[src/rtl/racetrack_defines_pkg.sv]
// -----------------------------------------------------------------------------
// racetrack_defines
// Shared types and constants for the racetrack shift-pulse controller.
//   shift_state_t    : controller FSM states
//   SHIFT_DIR_*      : encoding of the shift direction register / shift_dir_o
//   DEF_*_CYCLES     : default pulse-high and gap lengths in clock cycles
//   TIMER_WIDTH      : width of the phase counter (holds up to 15 cycles)
// -----------------------------------------------------------------------------
package racetrack_defines;

  typedef enum logic [1:0] {
    ST_IDLE     = 2'd0,
    ST_PULSE_HI = 2'd1,
    ST_PULSE_LO = 2'd2,
    ST_DONE     = 2'd3
  } shift_state_t;

  localparam logic SHIFT_DIR_SET   = 1'b1;  // move data toward the port
  localparam logic SHIFT_DIR_RESET = 1'b0;  // move data back

  localparam int DEF_PULSE_CYCLES = 2;
  localparam int DEF_GAP_CYCLES   = 1;
  localparam int TIMER_WIDTH      = 4;

endpackage

[src/rtl/racetrack_pulse_timer.sv]
// -----------------------------------------------------------------------------
// racetrack_pulse_timer
// Phase counter for the pulse-high / gap phases. Loading value V makes the
// phase last V+1 cycles: expire_o is high in the last cycle of the phase.
//   clk_i, rst_i  clock, asynchronous active-high reset
//   load_i        load load_val_i this cycle (takes priority over counting)
//   load_val_i    phase length minus one
//   expire_o      counter at zero (last cycle of the current phase)
// -----------------------------------------------------------------------------
module racetrack_pulse_timer
  import racetrack_defines::*;
(
  input  logic                   clk_i,
  input  logic                   rst_i,
  input  logic                   load_i,
  input  logic [TIMER_WIDTH-1:0] load_val_i,
  output logic                   expire_o
);

  logic [TIMER_WIDTH-1:0] cnt_q;

  // NOTE: sequential state uses non-blocking assignments so every register
  // samples the pre-edge values, independent of statement order.
  always_ff @(posedge clk_i or posedge rst_i) begin
    if (rst_i) begin
      cnt_q <= '0;
    end else if (load_i) begin
      cnt_q <= load_val_i;
    end else if (cnt_q != '0) begin
      cnt_q <= cnt_q - 1'b1;
    end
  end

  assign expire_o = (cnt_q == '0);

endmodule

[src/rtl/racetrack_shift_ctrl.sv]
// -----------------------------------------------------------------------------
// racetrack_shift_ctrl
// Shift-pulse controller downstream of the racetrack access FSM. On a set or
// reset shift request it issues n current pulses (PULSE_CYCLES high, then
// GAP_CYCLES low each) and flags completion with a one-cycle done.
//   clk_i, rst_i          clock, asynchronous active-high reset
//   shift_en_s_i          request set shifts (toward the port)
//   shift_en_r_i          request reset shifts (back)
//   shift_select_i        gate on shift_pulse_o
//   source_shift_sel_i    reset count source: 0 = n_shift_i, 1 = n_sampled
//   n_shift_i             requested shift count
//   shift_pulse_o         shift current pulse
//   shift_dir_o           1 = set, 0 = reset
//   shift_done_s_o/_r_o   one-cycle completion flags
//   busy_o                not IDLE
//   n_sampled_o           count captured at the last set start
//   protocol_err_o        one-cycle flag: both enables high in IDLE
// -----------------------------------------------------------------------------
module racetrack_shift_ctrl
  import racetrack_defines::*;
#(
  parameter int CNT_WIDTH    = 10,
  parameter int PULSE_CYCLES = DEF_PULSE_CYCLES,
  parameter int GAP_CYCLES   = DEF_GAP_CYCLES
) (
  input  logic                 clk_i,
  input  logic                 rst_i,
  input  logic                 shift_en_s_i,
  input  logic                 shift_en_r_i,
  input  logic                 shift_select_i,
  input  logic                 source_shift_sel_i,
  input  logic [CNT_WIDTH-1:0] n_shift_i,
  output logic                 shift_pulse_o,
  output logic                 shift_dir_o,
  output logic                 shift_done_s_o,
  output logic                 shift_done_r_o,
  output logic                 busy_o,
  output logic [CNT_WIDTH-1:0] n_sampled_o,
  output logic                 protocol_err_o
);

  localparam logic [TIMER_WIDTH-1:0] PULSE_LOAD = TIMER_WIDTH'(PULSE_CYCLES - 1);
  localparam logic [TIMER_WIDTH-1:0] GAP_LOAD   = TIMER_WIDTH'(GAP_CYCLES - 1);

  shift_state_t           state_q, state_d;
  logic [CNT_WIDTH-1:0]   rem_q, rem_d;
  logic [CNT_WIDTH-1:0]   n_sampled_q, n_sampled_d;
  logic                   dir_q, dir_d;
  logic                   err_q, err_d;
  logic                   tmr_load;
  logic [TIMER_WIDTH-1:0] tmr_val;
  logic                   tmr_expire;
  logic                   active_en;
  logic [CNT_WIDTH-1:0]   start_cnt;

  racetrack_pulse_timer u_timer (
    .clk_i      (clk_i),
    .rst_i      (rst_i),
    .load_i     (tmr_load),
    .load_val_i (tmr_val),
    .expire_o   (tmr_expire)
  );

  // The enable that keeps the running operation alive.
  assign active_en = (dir_q == SHIFT_DIR_SET) ? shift_en_s_i : shift_en_r_i;

  // Count loaded at start: a set always takes n_shift_i; a reset may replay
  // the count captured by the preceding set.
  assign start_cnt = (shift_en_s_i || !source_shift_sel_i) ? n_shift_i : n_sampled_q;

  // NOTE: every signal driven here gets a default first, so no path through
  // the case leaves one unassigned and no latch is inferred.
  always_comb begin
    state_d     = state_q;
    rem_d       = rem_q;
    n_sampled_d = n_sampled_q;
    dir_d       = dir_q;
    err_d       = 1'b0;
    tmr_load    = 1'b0;
    tmr_val     = '0;

    unique case (state_q)
      ST_IDLE: begin
        if (shift_en_s_i && shift_en_r_i) begin
          err_d = 1'b1;
        end else if (shift_en_s_i || shift_en_r_i) begin
          if (shift_en_s_i) n_sampled_d = n_shift_i;
          dir_d    = shift_en_s_i ? SHIFT_DIR_SET : SHIFT_DIR_RESET;
          rem_d    = start_cnt;
          state_d  = (start_cnt == '0) ? ST_DONE : ST_PULSE_HI;
          tmr_load = 1'b1;
          tmr_val  = PULSE_LOAD;
        end
      end

      ST_PULSE_HI, ST_PULSE_LO: begin
        if (!active_en) begin
          // Abort: drop the operation silently and clear the counters.
          state_d  = ST_IDLE;
          rem_d    = '0;
          tmr_load = 1'b1;
        end else if (tmr_expire) begin
          tmr_load = 1'b1;
          if (state_q == ST_PULSE_HI) begin
            state_d = ST_PULSE_LO;
            tmr_val = GAP_LOAD;
          end else begin
            // rem_q is nonzero here, so the decrement cannot wrap.
            rem_d   = rem_q - 1'b1;
            state_d = (rem_q == CNT_WIDTH'(1)) ? ST_DONE : ST_PULSE_HI;
            tmr_val = PULSE_LOAD;
          end
        end
      end

      ST_DONE: state_d = ST_IDLE;

      default: state_d = ST_IDLE;
    endcase
  end

  always_ff @(posedge clk_i or posedge rst_i) begin
    if (rst_i) begin
      state_q     <= ST_IDLE;
      rem_q       <= '0;
      n_sampled_q <= '0;
      dir_q       <= 1'b0;
      err_q       <= 1'b0;
    end else begin
      state_q     <= state_d;
      rem_q       <= rem_d;
      n_sampled_q <= n_sampled_d;
      dir_q       <= dir_d;
      err_q       <= err_d;
    end
  end

  // Outputs decode registered state only; the gate is the single input path.
  assign shift_pulse_o  = (state_q == ST_PULSE_HI) && shift_select_i;
  assign shift_dir_o    = dir_q;
  assign shift_done_s_o = (state_q == ST_DONE) && (dir_q == SHIFT_DIR_SET);
  assign shift_done_r_o = (state_q == ST_DONE) && (dir_q == SHIFT_DIR_RESET);
  assign busy_o         = (state_q != ST_IDLE);
  assign n_sampled_o    = n_sampled_q;
  assign protocol_err_o = err_q;

endmodule
[config.mk]
export PLATFORM = sky130hd
export DESIGN_NAME = racetrack_shift_ctrl
export DESIGN_NICKNAME = d
export VERILOG_FILES = /design/src/rtl/racetrack_defines_pkg.sv /design/src/rtl/racetrack_pulse_timer.sv /design/src/rtl/racetrack_shift_ctrl.sv
export SDC_FILE = /design/constraint.sdc
export NUM_CORES = 1
export LEC_CHECK = 0
export ABC_AREA = 0
export CORE_ASPECT_RATIO = 0.9
export CORE_MARGIN = 5
export CORE_UTILIZATION = 35
export CTS_BUF_LIST = sky130_fd_sc_hd__clkbuf_16
export DETAILED_ROUTE_END_ITERATION = 12
export SLEW_MARGIN = 20
export SYNTH_ARGS = -nofsm -noshare
export SYNTH_HDL_FRONTEND = slang
export SYNTH_SLANG_ARGS = --single-unit
[constraint.sdc]
create_clock -name clk_i -period 3.3 [get_ports clk_i]
set_input_delay 0.66 -clock clk_i [delete_from_list [all_inputs] [get_ports clk_i]]
set_output_delay 0.66 -clock clk_i [all_outputs]
set_load 0.02 [all_outputs]
==> results.tsv <==
stage	metric	value	unit
outcome	status	finished clean	
min_path	Worst Hold Class	reg2reg	
cts	Setup Buffers After CTS	0	
global_routing	first-pass GRT wire length	7.16	mm
global_routing	total track usage	13.2	%
cts	hold buffers post-CTS	0	
drt	routed vias/inst	5.27	
floorplan	Die Y-Extent	77.6	um
logic_synthesis	synthesized area	0.00178	sq mm
logic_synthesis	register area share after synthesis	39.4	%
drt	post-route ant nets	0	
sta	Hold WS	0.535	ns
sta	final-report setup violation count	0	
final_layout	commonest non-fill, non-tap cells in the layout	clkdlybuf4s50_1, dfrtp_1	
cts	CTS Buf Count	3	
cts	CTS-repair resized insts	0	
drt	wire per inst	15.1	um
logic_synthesis	Syn Inst Count	176	
cts	clock sink count	28	
cts	H-tree levels	1	
drt	first-iteration detailed-routing DRC count	42	
sta	fin. max-slew vios	0	
worst_setup_path	flop2flop setup slack	0.92	ns
place	Detail Placement HPWL	3.14	mm
logic_synthesis	asr flop ratio synth	100	%
global_routing	met3 usage	3.28	%
global_routing	grt peak-use layer	met1	
final_layout	Fill cells	487	
sta	setup TNS	0	ns
min_path	critical hold path startpoint	rem_q[6]$_DFFE_PP0P_	
global_routing	GRT Residual Overflow	0	
cts	Max clock buf depth	2	
place	IO Port Bufs	31	
min_path	Hold Path Stages	1	
worst_setup_path	origin of the critical flop-to-flop path	state_q[0]$_DFFE_PP0P_	
worst_setup_path	Setup crit end kind	primary output	
final_layout	# diodes	0	
final_layout	Cell Count, Final, Fillers Out	272	
pwr	Leakage	0.933	nW
drt	drt drc	0	
worst_setup_path	CP Launch Type	primary input	
logic_synthesis	#FFs+latches synth	28	
final_layout	nets@finish	235	
floorplan	die width	85.2	um
pwr	Max VDD drop	0.000525	V
worst_setup_path	critical path fanouts, max	1	
drt	drt total wl	4.10	mm
min_path	hold endpoint	rem_q[6]$_DFFE_PP0P_	
drt	Vias	1433	
floorplan	core area	0.00489	sq mm
floorplan	Starting Density	36.3	%
final_layout	area of the multi-input gates	0.00100	sq mm
cts	Worst-path clk slew	0.07	ns
final_layout	commonest non-fill, non-tap cell in the layout	clkdlybuf4s50_1	
sta	fmax	404	MHz
logic_synthesis	Cell variety after synth	41	
floorplan	I/O Pins	32	
logic_synthesis	Post-synth top flop	dfrtp_1	
final_layout	Area growth syn-to-layout	27.4	%
floorplan	die area	0.00661	sq mm
place	GP Congestion	0.790	
global_routing	met1 GRT Util	20.5	%
pwr	Power Dens Cells	1040	mW/mm^2
worst_setup_path	FF-to-FF End	rem_q[7]$_DFFE_PP0P_	
final_layout	share of cells above drive strength 1	11.6	%
sta	Clock Skew	0.00486	ns
floorplan	row count	24	
worst_setup_path	Setup CP Type	in2out	
sta	min cycle time layout	2.48	ns
drt	Initial DRT Pass Iterations	4	
global_routing	initial antenna violation count	0	
sta	Slew HR	62.0	%
sta	Slew @ Worst Pin	0.570	ns
sta	RSZ-0062 raised after global routing	no	
worst_setup_path	Req. time, crit path	2.64	ns
global_routing	M2 GR Usage	18.6	%
logic_synthesis	Syn. warnings	0	
sta	Final Hold Viols	0	
cts	CTS root buf	clkbuf_16	
global_routing	largest net degree at the start of global routing	29	
sta	final worst path period share	75.0	%
worst_setup_path	Setup crit start	shift_select_i	
run	max cap viols	0	
logic_synthesis	syn avg cell area	10.1	sq um
place	placed instance count	268	
cts	clk_lat worst skew	0.26	ns
worst_setup_path	reg2reg path depth	5	
cts	CTS tree	built	
worst_setup_path	crit path DAT	1.82	ns
logic_synthesis	Post-synth EDFFs	0	
final_layout	FF/Latch Area	701	sq um
logic_synthesis	synthesized net count	203	
global_routing	vias in the first global route	1440	
==> flip-flops by register name, summed over array words and instances (netlist names) <==
register,count
protocol_err_o,1
state_q,2
rem_q,10
u_timer.cnt_q,4
shift_dir_o,1
n_sampled_o,10
==> power breakdown <==
| part | internal, mW | switching (mW) |
|---|---|---|
| Clock | 0.242 | 0.117 |
| Combinational | 0.623 | 0.699 |
| Sequential | 0.507 | 0.179 |
| Total | 1.37 | 0.994 |
==> synth_stat cells, types with 3 or more instances <==
master	number	area (sq um)
or3_1	4	25.0
mux2i_1	11	110
o22ai_1	4	25.0
nor3b_1	3	22.5
nand3_1	3	15.0
mux2_2	11	124
nor2_1	8	30.0
o21a_1	3	22.5
nor4_1	6	37.5
ha_1	11	138
inv_1	11	41.3
a21oi_1	4	20.0
o21ai_0	8	40.0
and2_1	3	18.8
a22o_1	8	70.1
dfrtp_1	28	701
nand2_1	6	22.5
nor3_1	6	30.0
clkbuf_1	4	15.0
o21ai_2	3	26.3
==> logic make-up after synthesis <==
kind of cell / synth area share [%]
multiplexers: 13.2
adder cells (fa/ha/maj): 7.74
AND/OR/NAND/NOR: 16.3
AO/OA/AOI/OAI: 19.3
flip-flops: 39.4
buffers and inverters: 4.15
==> cell type report <==
type,count,share of cell area [%]
multi-input combinational,130,44.3
sequential,28,30.9
timing repair buffer,34,14.7
tap,65,3.59
clock buffer,3,3.31
inverter,11,1.82
clock inverter,1,1.33
==> per-stage QoR <==
step / total power, mW / utilization [%] / worst slack, ns / area, sq um
floorplan: 1.62 / - / 1.33 / 1780
global placement: 2.01 / 44.1 / 0.639 / 2160
detailed placement: 2.03 / 44.1 / 0.561 / 2160
CTS: 2.39 / 46.3 / 0.816 / 2270
global route: 2.59 / 46.3 / 0.692 / 2270
finish: 2.37 / 46.3 / 0.824 / 2270
==> critical path: stages <==
cell and delay (ns):
clkdlybuf4s50_1 0.45, and2_1 0.11, clkdlybuf4s50_1 0.59
==> worst max path at each step <==
stage / to / slack [ns] / cells after the start
after floorplan: rem_q[2]$_DFFE_PP0P_ / 1.33 / 7
after global placement: rem_q[9]$_DFFE_PP0P_ / 0.64 / 8
after detailed placement: rem_q[2]$_DFFE_PP0P_ / 0.56 / 8
after CTS: shift_pulse_o / 0.82 / 3
after global routing: rem_q[4]$_DFFE_PP0P_ / 0.69 / 8
final: shift_pulse_o / 0.82 / 3
==> metal layers <==
layer  vias up  wire length (um)  part of all wire, %
met5         -                 0                    0
met4         0                25                 0.61
met3         4               181                  4.4
met2        31              1730                   42
met1       670              2160                   53
li1        728                 -                    -
(Power assumes the default switching activity.)
